### src/rtl/riscv_pkg.sv
// Shared RV32 definitions for the load/store path.
//   F3_*        : funct3 width/sign codes for loads and stores
//   lsu_state_t : lsu sequencing states
package riscv_pkg;

  localparam logic [2:0] F3_B  = 3'b000;
  localparam logic [2:0] F3_H  = 3'b001;
  localparam logic [2:0] F3_W  = 3'b010;
  localparam logic [2:0] F3_BU = 3'b100;
  localparam logic [2:0] F3_HU = 3'b101;

  typedef enum logic [1:0] {
    IDLE   = 2'd0,
    ACCESS = 2'd1,
    WRITE  = 2'd2,
    RESP   = 2'd3
  } lsu_state_t;

endpackage

### src/rtl/lsu_align.sv
// Lane extraction / extension for loads and lane merge for sub-word stores.
// Purely combinational.
//   funct3     : width/sign code of the access
//   addr_lo    : byte offset within the word
//   mem_rd     : word read from dmem
//   wdata      : right-aligned store data
//   load_data  : selected lane, sign- or zero-extended
//   merge_data : mem_rd with the addressed lane replaced by store data
module lsu_align
  import riscv_pkg::*;
(
  input  logic [2:0]  funct3,
  input  logic [1:0]  addr_lo,
  input  logic [31:0] mem_rd,
  input  logic [31:0] wdata,
  output logic [31:0] load_data,
  output logic [31:0] merge_data
);

  logic [7:0]  lane_b;
  logic [15:0] lane_h;

  always_comb begin
    lane_b = mem_rd[7:0];
    case (addr_lo)
      2'd0: lane_b = mem_rd[7:0];
      2'd1: lane_b = mem_rd[15:8];
      2'd2: lane_b = mem_rd[23:16];
      2'd3: lane_b = mem_rd[31:24];
      default: lane_b = mem_rd[7:0];
    endcase
    lane_h = addr_lo[1] ? mem_rd[31:16] : mem_rd[15:0];

    load_data = mem_rd;
    case (funct3)
      F3_B:    load_data = {{24{lane_b[7]}}, lane_b};
      F3_BU:   load_data = {24'h0, lane_b};
      F3_H:    load_data = {{16{lane_h[15]}}, lane_h};
      F3_HU:   load_data = {16'h0, lane_h};
      default: load_data = mem_rd;
    endcase

    merge_data = mem_rd;
    case (funct3)
      F3_B: begin
        case (addr_lo)
          2'd0: merge_data[7:0]   = wdata[7:0];
          2'd1: merge_data[15:8]  = wdata[7:0];
          2'd2: merge_data[23:16] = wdata[7:0];
          2'd3: merge_data[31:24] = wdata[7:0];
          default: merge_data = mem_rd;
        endcase
      end
      F3_H: begin
        if (addr_lo[1]) merge_data[31:16] = wdata[15:0];
        else            merge_data[15:0]  = wdata[15:0];
      end
      default: merge_data = wdata;
    endcase
  end

endmodule

### src/rtl/lsu.sv
// Load/store unit between execute and a word-only dmem. One request at a
// time; sub-word stores become read-modify-write; sub-word loads extended.
//   clk, reset                  : clock, synchronous active-low reset
//   req_valid/req_ready         : request handshake
//   req_we/funct3/addr/wdata    : request fields
//   rsp_valid/rsp_ready         : response handshake
//   rsp_rdata/rsp_err           : response payload
//   mem_a/mem_we/mem_wd/mem_rd  : dmem port (combinational read)
//
// state  | meaning
// IDLE   | waiting for a request
// ACCESS | dmem addressed: load captured, SW written, SB/SH word read
// WRITE  | merged word written back for SB/SH
// RESP   | response presented until rsp_ready
module lsu
  import riscv_pkg::*;
#(
  parameter int MEM_WORDS = 64
) (
  input  logic        clk,
  input  logic        reset,
  input  logic        req_valid,
  output logic        req_ready,
  input  logic        req_we,
  input  logic [2:0]  req_funct3,
  input  logic [31:0] req_addr,
  input  logic [31:0] req_wdata,
  output logic        rsp_valid,
  input  logic        rsp_ready,
  output logic [31:0] rsp_rdata,
  output logic        rsp_err,
  output logic [31:0] mem_a,
  output logic        mem_we,
  output logic [31:0] mem_wd,
  input  logic [31:0] mem_rd
);

  lsu_state_t  state;
  logic        r_we;
  logic [2:0]  r_funct3;
  logic [1:0]  r_addr_lo;
  logic [31:0] r_wdata;

  logic        f3_ok;
  logic        misaligned;
  logic        out_of_range;
  logic        req_bad;
  logic [31:0] load_data;
  logic [31:0] merge_data;

  assign req_ready = reset && (state == IDLE);

  always_comb begin
    if (req_we)
      f3_ok = (req_funct3 == F3_B) || (req_funct3 == F3_H) || (req_funct3 == F3_W);
    else
      f3_ok = (req_funct3 == F3_B)  || (req_funct3 == F3_H) || (req_funct3 == F3_W) ||
              (req_funct3 == F3_BU) || (req_funct3 == F3_HU);
    // funct3[1:0] distinguishes width for both signed and unsigned codes
    misaligned   = ((req_funct3[1:0] == 2'b01) && req_addr[0]) ||
                   ((req_funct3 == F3_W) && (req_addr[1:0] != 2'b00));
    out_of_range = (req_addr[31:2] >= 30'(MEM_WORDS));
    req_bad      = !f3_ok || misaligned || out_of_range;
  end

  lsu_align u_align (
    .funct3     (r_funct3),
    .addr_lo    (r_addr_lo),
    .mem_rd     (mem_rd),
    .wdata      (r_wdata),
    .load_data  (load_data),
    .merge_data (merge_data)
  );

  always_ff @(posedge clk) begin
    if (!reset) begin
      state     <= IDLE;
      r_we      <= 1'b0;
      r_funct3  <= 3'b000;
      r_addr_lo <= 2'b00;
      r_wdata   <= 32'h0;
      rsp_valid <= 1'b0;
      rsp_rdata <= 32'h0;
      rsp_err   <= 1'b0;
      mem_a     <= 32'h0;
      mem_we    <= 1'b0;
      mem_wd    <= 32'h0;
    end else begin
      case (state)
        IDLE: begin
          if (req_valid) begin
            r_we      <= req_we;
            r_funct3  <= req_funct3;
            r_addr_lo <= req_addr[1:0];
            r_wdata   <= req_wdata;
            rsp_rdata <= 32'h0;
            rsp_err   <= req_bad;
            if (req_bad) begin
              state     <= RESP;
              rsp_valid <= 1'b1;
            end else begin
              state <= ACCESS;
              mem_a <= {req_addr[31:2], 2'b00};
              // SW needs no read, so the write happens during ACCESS itself
              if (req_we && (req_funct3 == F3_W)) begin
                mem_we <= 1'b1;
                mem_wd <= req_wdata;
              end
            end
          end
        end
        ACCESS: begin
          if (r_we && (r_funct3 != F3_W)) begin
            state  <= WRITE;
            mem_we <= 1'b1;
            mem_wd <= merge_data;
          end else begin
            if (!r_we) rsp_rdata <= load_data;
            state     <= RESP;
            rsp_valid <= 1'b1;
            mem_we    <= 1'b0;
            mem_a     <= 32'h0;
            mem_wd    <= 32'h0;
          end
        end
        WRITE: begin
          state     <= RESP;
          rsp_valid <= 1'b1;
          mem_we    <= 1'b0;
          mem_a     <= 32'h0;
          mem_wd    <= 32'h0;
        end
        RESP: begin
          if (rsp_ready) begin
            state     <= IDLE;
            rsp_valid <= 1'b0;
          end
        end
        default: state <= IDLE;
      endcase
    end
  end

endmodule
### config.mk
export PLATFORM = sky130hd
export DESIGN_NAME = lsu
export DESIGN_NICKNAME = d
export VERILOG_FILES = /design/src/rtl/riscv_pkg.sv /design/src/rtl/lsu_align.sv /design/src/rtl/lsu.sv
export SDC_FILE = /design/constraint.sdc
export NUM_CORES = 1
export LEC_CHECK = 0
export ABC_AREA = 1
export CAP_MARGIN = 10
export CORE_AREA = 2 2 106 159
export CTS_BUF_LIST = sky130_fd_sc_hd__clkbuf_4 sky130_fd_sc_hd__clkbuf_8
export DETAILED_ROUTE_END_ITERATION = 6
export DIE_AREA = 0 0 108 161
export GPL_TIMING_DRIVEN = 1
export PLACE_DENSITY = 0.91
export SLEW_MARGIN = 20
export SYNTH_ARGS = -nofsm -noshare
export SYNTH_HDL_FRONTEND = slang
export SYNTH_SLANG_ARGS = --single-unit
### constraint.sdc
create_clock -name clk -period 5.7 [get_ports clk]
set_input_delay 1.425 -clock clk [delete_from_list [all_inputs] [get_ports clk]]
set_output_delay 1.425 -clock clk [all_outputs]
set_load 0.01 [all_outputs]
Yosys cells after proc, flatten, opt, wreduce, memory -nomap -nowiden:

Cells that the tools add are included.

* register bits after elaboration: 139
* word-level logic and storage cells: 99

* $lt $le $gt $ge: 1
* eq/ne operators: 22
* muxes and demuxes: 39
* reduce and logical (&&, ||, !) cells: 26

Operators by type and width (number)
* two-way mux 32 bit: 10
* case mux 32 bit (3 select lines): 2
* case mux 32 bit (2 select lines): 2
* case mux 32 bit (4 select lines): 1
* two-way mux 16 bit: 3
* two-way mux 8 bit: 4
* case mux 8 bit (4 select lines): 1
* >= comparator 30 x 7 -> 1 bit, second input constant: 1
* AND reduction 4 bit: 4
* == test 3 bit, second input constant: 4
* != test 2 bit, second input constant: 6
* two-way mux 1 bit: 10
* == test 2 bit, second input constant: 4
* case mux 2 bit (4 select lines): 1
* logical OR 1 bit: 7
* == test 2 x 1 -> 1 bit, second input constant: 3
* == test 3 x 1 -> 1 bit, second input constant: 2
* logical NOT 3 bit: 2
* two-way mux 2 bit: 3
* logical AND 1 bit: 5
* logical NOT 2 bit: 2
* case mux 1 bit (4 select lines): 1
* AND reduction 2 bit: 2
* nonzero test 2 bit: 2
* 6 further kinds: 6

Depth between registers and ports, before layout:

Gate-level depths: netlist (run 1).

* word-level depth: 12
* gate-level depth with buffers: 13
* gate-level depth less buffers: 11

By module:

Synthesis (run 1) repeated with hierarchy kept, for this count alone.

* cell total of the unflattened synthesis: 1400
* area, all modules: 8515.7 um^2

By module, submodules not included
* lsu: instances 1, cells an instance 990, area an instance 6436.2 um^2
* lsu_align: instances 1, cells an instance 410, area an instance 2079.5 um^2

Worst setup path after synthesis (run 1):

Ideal clock, no wire load.

* path kind: input -> output
* start: in reset
* end: out req_ready
* arrival: 2.100 ns
* path slack: 2.175 ns
* stages: 4
* cell sequence: clkbuf_1 clkbuf_1 nand2_1 inv_1

* longest elaborated chain between the ends: 1

Ends and longest elaborated chain
* start, declared: line lsu.sv:21 `input logic reset,`
* logical AND 1 bit: line lsu.sv:51 `assign req_ready = reset && (state == IDLE);`
* end, declared: line lsu.sv:23 `output logic req_ready,`

Every way passes these cells.

Worst setup path in the final report (run 1):

Same ends and word-level chain as after synthesis.

==> results.txt, run 1 <==
Number of fill cells - 1465
Slew @ Worst Pin - 1.03 ns
HP Start - rsp_rdata[1]$_SDFFE_PN0P_
Storage cell area - 0.00274 mm2
Boundary Pins - 204
Post-Place Cells - 1630
Iteration-0 DRC Markers - 722
Synthesized instance count - 1290
Worst Clk Skew - 0.0168 ns
Non-filler cells, final - 1662
Final Critical Period - 3.62 ns
Final number of setup-violating endpoints - 0
Post-CTS Hold Buffers - 0
CTS Buffer Depth - 2
Vias in the first global route - 8041
Routed WL - 25400 um
Pwr per Cell Area - 501 mW/mm2
Critical Path RT - 4.28 ns
GR Util All Layers - 29.2%
Clock root buffer - clkbuf_8
Synth unique cells - 31
Die footprint - 0.0174 mm2
Crit. End Element - output port
Worst path slowest cell - clkdlybuf4s50_1
Yosys warns - 0
Clock Pin Slew Worst Setup and Hold Paths - 0.08 ns
First-pass GRT wire length - 40300 um
Routed vias/inst - 5.30
Mapped Area - 0.00786 mm2
Nets - 1552
Cts bufs inserted - 17
Die width - 108 um
Total congestion overflow - 0
Max_slew headroom - 31.6%
Critical path type - in2out
Antenna diodes - 0
Largest net degree at the start of global routing - 104
Wire length per cell - 15.3 um
FF+latch count, synth - 137
Hold Path Stages - 2
Reg2reg start - r_funct3[1]$_SDFFE_PN0P_
R2r setup slk - 3.04 ns
Ratio of cells with drive above 1 in the final layout - 4.26%
Initial antenna violation count - 0
Drt first pass iters - 6
Synth area leader - dfxtp_1
Worst R2R End - rsp_rdata[16]$_SDFFE_PN0P_
CP peak stage delay - 0.54 ns
Core Footprint - 0.0160 mm2
CP max FO - 2
Max H-tree Level - 4
Clock sink total - 137
Post-CTS Setup Inserts - 0
PortBufs - 201
Routability cong. - 0.986
Critical Path, Cell by Cell - buf_2 > nand2_1 > inv_1 > clkdlybuf4s50_1
Hold Path Class - reg2reg
CP delay by family, top - buffers and inverters
Worst-Skew Late Latency - 0.44 ns
Startpoint Class - input pin
Min-Delay Endpoint - rsp_rdata[1]$_SDFFE_PN0P_
ANT nets after route - 0
Crit path DAT - 2.19 ns
P_leak - 4.72 nW
Max frequency - 277 MHz
Final worst path period share - 63.4%
P&R area growth vs syn - 29.7%
Multi-input logic area - 0.00407 mm2
Area contributors post-synth - dfxtp_1 35%, nand2_1 20%, nor2_1 8.5%
DRC Markers - 0
Fin. Hold Viols - 0
Syn Area/Cell - 6.09 um2
Cell depth of the worst flop-to-flop path - 8
Max Cap Violations - 0
HPWL after detailed placement - 18600 um
Unrepaired setup endpoints after global routing - no
Peak supply drop - 0.353 mV
Status - completed
Sequential area share after synthesis - 34.9%
Die Y - 161 um
Crit path buf inv count - 3
Share of the synthesized area in the top cell type - 34.9%
Pins Over Slew Limit - 0
TritonCTS clock tree - built
CTS resizes - 0
Initial Util - 49.0%
Final hold slack - 0.469 ns
Floorplan row count - 57
Via count - 8806
Setup TNS - 0 ns
-- flip-flops by register name (all words and copies together), names as in the netlist --
signal,count
mem_wd,32
mem_a,30
state,2
r_addr_lo,2
rsp_rdata,32
r_we,1
r_wdata,32
mem_we,1
r_funct3,3
rsp_valid,1
rsp_err,1
-- report_power, final --
group	internal (mW)	switching [mW]
combinational	1.09	1.75
clock	0.371	0.404
sequential	1.28	0.216
total	2.74	2.37
-- through the flow --
stage	cell area (um2)	util (%)	power [mW]	worst slack [ns]
after floorplan	7870	-	3.35	2.18
after global placement	9820	61.2	4.24	1.94
after detailed placement	9820	61.2	4.31	1.84
after CTS	10200	63.5	5.09	2.07
after global routing	10200	63.5	5.52	2.04
final	10200	63.5	5.11	2.08
-- cells by family after synthesis --
kind of cell / synth area share [%]
compound gates: 17.4
fa+ha+maj: 0.796
buf+inv: 13.5
flops: 34.9
other cells: 0.0477
simple gates: 33.4
-- worst max path at each step --
stage	start	endpoint	slack [ns]	depth (start not counted)
floorplan	reset	req_ready	2.18	4
global placement	req_addr[8]	mem_wd[18]$_SDFFE_PN0P_	1.94	13
detailed placement	req_addr[8]	mem_wd[20]$_SDFFE_PN0P_	1.84	13
CTS	reset	req_ready	2.07	4
global route	req_addr[23]	mem_a[26]$_SDFFE_PN0P_	2.04	12
finish	reset	req_ready	2.08	4
-- worst min-delay path: cells and delay by family, from the launching register on --
kind	cells	cell delay [ns]
flops	1	0.32
simple gates	1	0.06
compound gates	1	0.05
-- synthesized netlist by cell type --
library cell / count
o221ai_1: 6
buf_2: 22
o22ai_1: 16
buf_4: 9
nor2_2: 4
nand3_4: 1
nand2b_1: 1
inv_1: 169
nor2_4: 3
dfxtp_1: 137
o211ai_4: 1
o2111ai_1: 1
nand2_2: 2
nor2_8: 1
buf_1: 8
o211ai_1: 47
o21a_1: 2
nand4_1: 28
buf_6: 5
clkinv_1: 3
a21oi_1: 91
ha_1: 5
nand2_1: 417
nor2_1: 179
o21ai_0: 73
and2_1: 2
nand3_1: 15
conb_1: 1
inv_2: 7
nand3b_1: 1
clkbuf_1: 33
-- layout by cell type (no fill, tap or decap) --
master	count
nand2_1	417
clkdlybuf4s50_1	200
nor2_1	179
inv_1	169
dfxtp_1	137
a21oi_1	91
o21ai_0	73
o211ai_1	47
nand4_1	28
clkbuf_8	18
o22ai_1	16
nand3_1	14
buf_4	9
inv_2	7
o221ai_1	6
ha_1	5
nor2_2	4
clkinvlp_4	4
clkinv_1	3
nor2_4	3
inv_6	3
clkinv_4	3
and2_1	2
o21a_1	2
nand2_2	2
conb_1	2
clkbuf_4	2
nand3b_1	1
nand2b_1	1
nand3_2	1
nand3_4	1
o2111ai_1	1
o211ai_4	1
nor2_8	1
bufinv_16	1
clkinv_2	1
buf_2	1
-- routing by layer --
layer	up-vias	wire length, um	GRT usage [%]
met5	-	0	0
met4	0	1400	16.0
met3	81	2420	7.22
met2	433	12300	50.1
met1	3942	9240	32.7
li1	4350	-	-
-- area by class of cell --
type,count,area share (%)
multi-input combinational,898,39.9
sequential,137,26.9
timing repair buffer,210,20.3
inverter,179,6.59
clock buffer,20,2.58
tap,206,2.53
clock inverter,12,1.15
Note: power is estimated with default switching activity, not from simulation.
==> run 2, diff against run 1 <==
clock period = 3.45 ns   (was 5.7 ns; I/O delays follow)
==> run 2 against run 1 <==
  * The flow now finishes with violations (DRC)
  * Worst setup slack got worse by 1.5 ns
  * Cell count increased by 0.30%
  * First-iteration DRC count decreased by 2.6%
  * Clock skew decreased by 0.0055 ns
  * Global-route usage decreased by 0.057 points
  * Utilization increased by 0.45 points
  * Sequential power increased by 63%
  * Hold slack about the same
  * Critical path depth increased by 1
  * Clock power increased by 70%
  * Die area unchanged
  * Critical path type is now reg2out
  * Critical endpoint unchanged
==> results.txt, run 2 (synthesis results as in run 1) <==
Crit path buf inv count - 3
Die width - 108 um
Final worst path period share - 82.6%
Crit path DAT - 1.99 ns
Boundary Pins - 204
P_leak - 4.75 nW
CTS resizes - 0
CP delay by family, top - buffers and inverters
Ratio of cells with drive above 1 in the final layout - 4.59%
Fin worst setup slack - 0.602 ns
Clock root buffer - clkbuf_8
Die Y - 161 um
P&R area growth vs syn - 30.6%
Floorplan row count - 57
Via count - 8754
Max H-tree Level - 4
Post-CTS Setup Inserts - 0
HPWL after detailed placement - 19000 um
Startpoint Class - register
Fin. Hold Viols - 0
Routed WL - 25400 um
Pins Over Slew Limit - 0
Worst-Skew Late Latency - 0.45 ns
Most common cell after layout, fill and taps aside - nand2_1
Total congestion overflow - 0
Hold Path Class - reg2reg
Status - finished with violations
Unrepaired setup endpoints after global routing - no
CTS Buffer Depth - 2
Largest net degree at the start of global routing - 104
Max_slew headroom - 48.0%
Max Cap Violations - 0
Pwr per Cell Area - 830 mW/mm2
Post-Place Cells - 1636
Crit. End Element - output port
Max frequency - 351 MHz
Die footprint - 0.0174 mm2
Pre-CTS WS - 0.435 ns
Peak supply drop - 0.490 mV
Setup TNS - 0 ns
CP peak stage delay - 0.54 ns
TritonCTS clock tree - built
Nets - 1558
Critical Path RT - 2.59 ns
ANT nets after route - 0
Clock sink total - 137
Most frequent cells in the layout - 417 x nand2_1, 200 x clkdlybuf4s50_1, 179 x nor2_1, 169 x inv_1, 137 x dfxtp_1
DRC Markers - 1
Clock Pin Slew Worst Setup and Hold Paths - 0.08 ns
Antenna diodes - 0
Worst Clk Skew - 0.0113 ns
Routed vias/inst - 5.25
PortBufs - 201
Cts bufs inserted - 17
Final Critical Period - 2.85 ns
CP max FO - 7
Critical Path, Cell by Cell - inv_1 > ha_1 > nand2_1 > inv_1 > clkdlybuf4s50_1
Drt first pass iters - 7
Slew @ Worst Pin - 0.775 ns
Most used cell along the critical path - inv_1
Non-filler cells, final - 1667
Initial antenna violation count - 0
Failing checks - DRC
Critical path type - reg2out
GR Util All Layers - 29.1%
Final number of setup-violating endpoints - 0
Iteration-0 DRC Markers - 703
Largest regs - mem_wd: 32 flops, r_wdata: 32 flops, rsp_rdata: 32 flops
Wire length per cell - 15.2 um
Worst path slowest cell - clkdlybuf4s50_1
Initial Util - 49.0%
Post-CTS Hold Buffers - 0
Vias in the first global route - 8060
First-pass GRT wire length - 39800 um
Core Footprint - 0.0160 mm2
Routability cong. - 0.979
[run 2: changes by cell type in the layout (fill, tap and decap cells not counted)]
cell / change
inv_6: -1
clkbuf_4: -2
clkinv_4: +1
buf_12: +1
bufinv_16: +1
buf_4: +5
[run 2: worst paths after layout]
path	start	end	slack, ns	cells past startpoint
hold / removal	rsp_rdata[28]$_SDFFE_PN0P_	rsp_rdata[28]$_SDFFE_PN0P_	0.47	2
setup / recovery	state[0]$_SDFFE_PN0P_	req_ready	0.60	5
hold reg to reg	rsp_rdata[28]$_SDFFE_PN0P_	rsp_rdata[28]$_SDFFE_PN0P_	0.47	2
setup reg to reg	state[0]$_SDFFE_PN0P_	mem_a[21]$_SDFFE_PN0P_	1.18	6
[run 2: through the flow]
| stage | total power [mW] | utilization [%] | cell area [um2] | hold slack [ns] |
|---|---|---|---|---|
| after floorplan | 5.53 | - | 7870 | 0.456 |
| after global placement | 7.06 | 61.5 | 9870 | 0.452 |
| after detailed placement | 7.18 | 61.5 | 9870 | 0.456 |
| after CTS | 8.51 | 64.0 | 10300 | 0.468 |
| after global routing | 9.19 | 64.0 | 10300 | 0.482 |
| final | 8.52 | 64.0 | 10300 | 0.469 |
[run 2: cell type report]
| type | instances | area, um2 |
|---|---|---|
| clock inverters | 13 | 148 |
| well taps | 206 | 258 |
| repair buffers | 216 | 2130 |
| clock buffers | 18 | 248 |
| fillers | 1476 | 5780 |
| flip-flops and latches | 137 | 2740 |
| multi-input cells | 898 | 4070 |
| inverters | 179 | 672 |
[run 2: tightest hold or removal path, cell delays in order (launching register included)]
cell and delay [ns]:
dfxtp_1 0.31, nand2_1 0.06, a21oi_1 0.05
[run 2: routing by layer]
layer / wire length (um) / up-vias / global-route usage [%]
met2: 12300 / 409 / 49.1
met5: 0 / - / 0
met3: 2110 / 95 / 7.34
met4: 1630 / 0 / 19.3
met1: 9380 / 3894 / 31.9
li1: - / 4356 / -
[run 2: where the power goes]
group          internal, mW  switching (mW)  total [mW]
logic                  1.83            2.91        4.75
registers              2.12           0.337        2.45
clock network         0.663           0.658        1.32
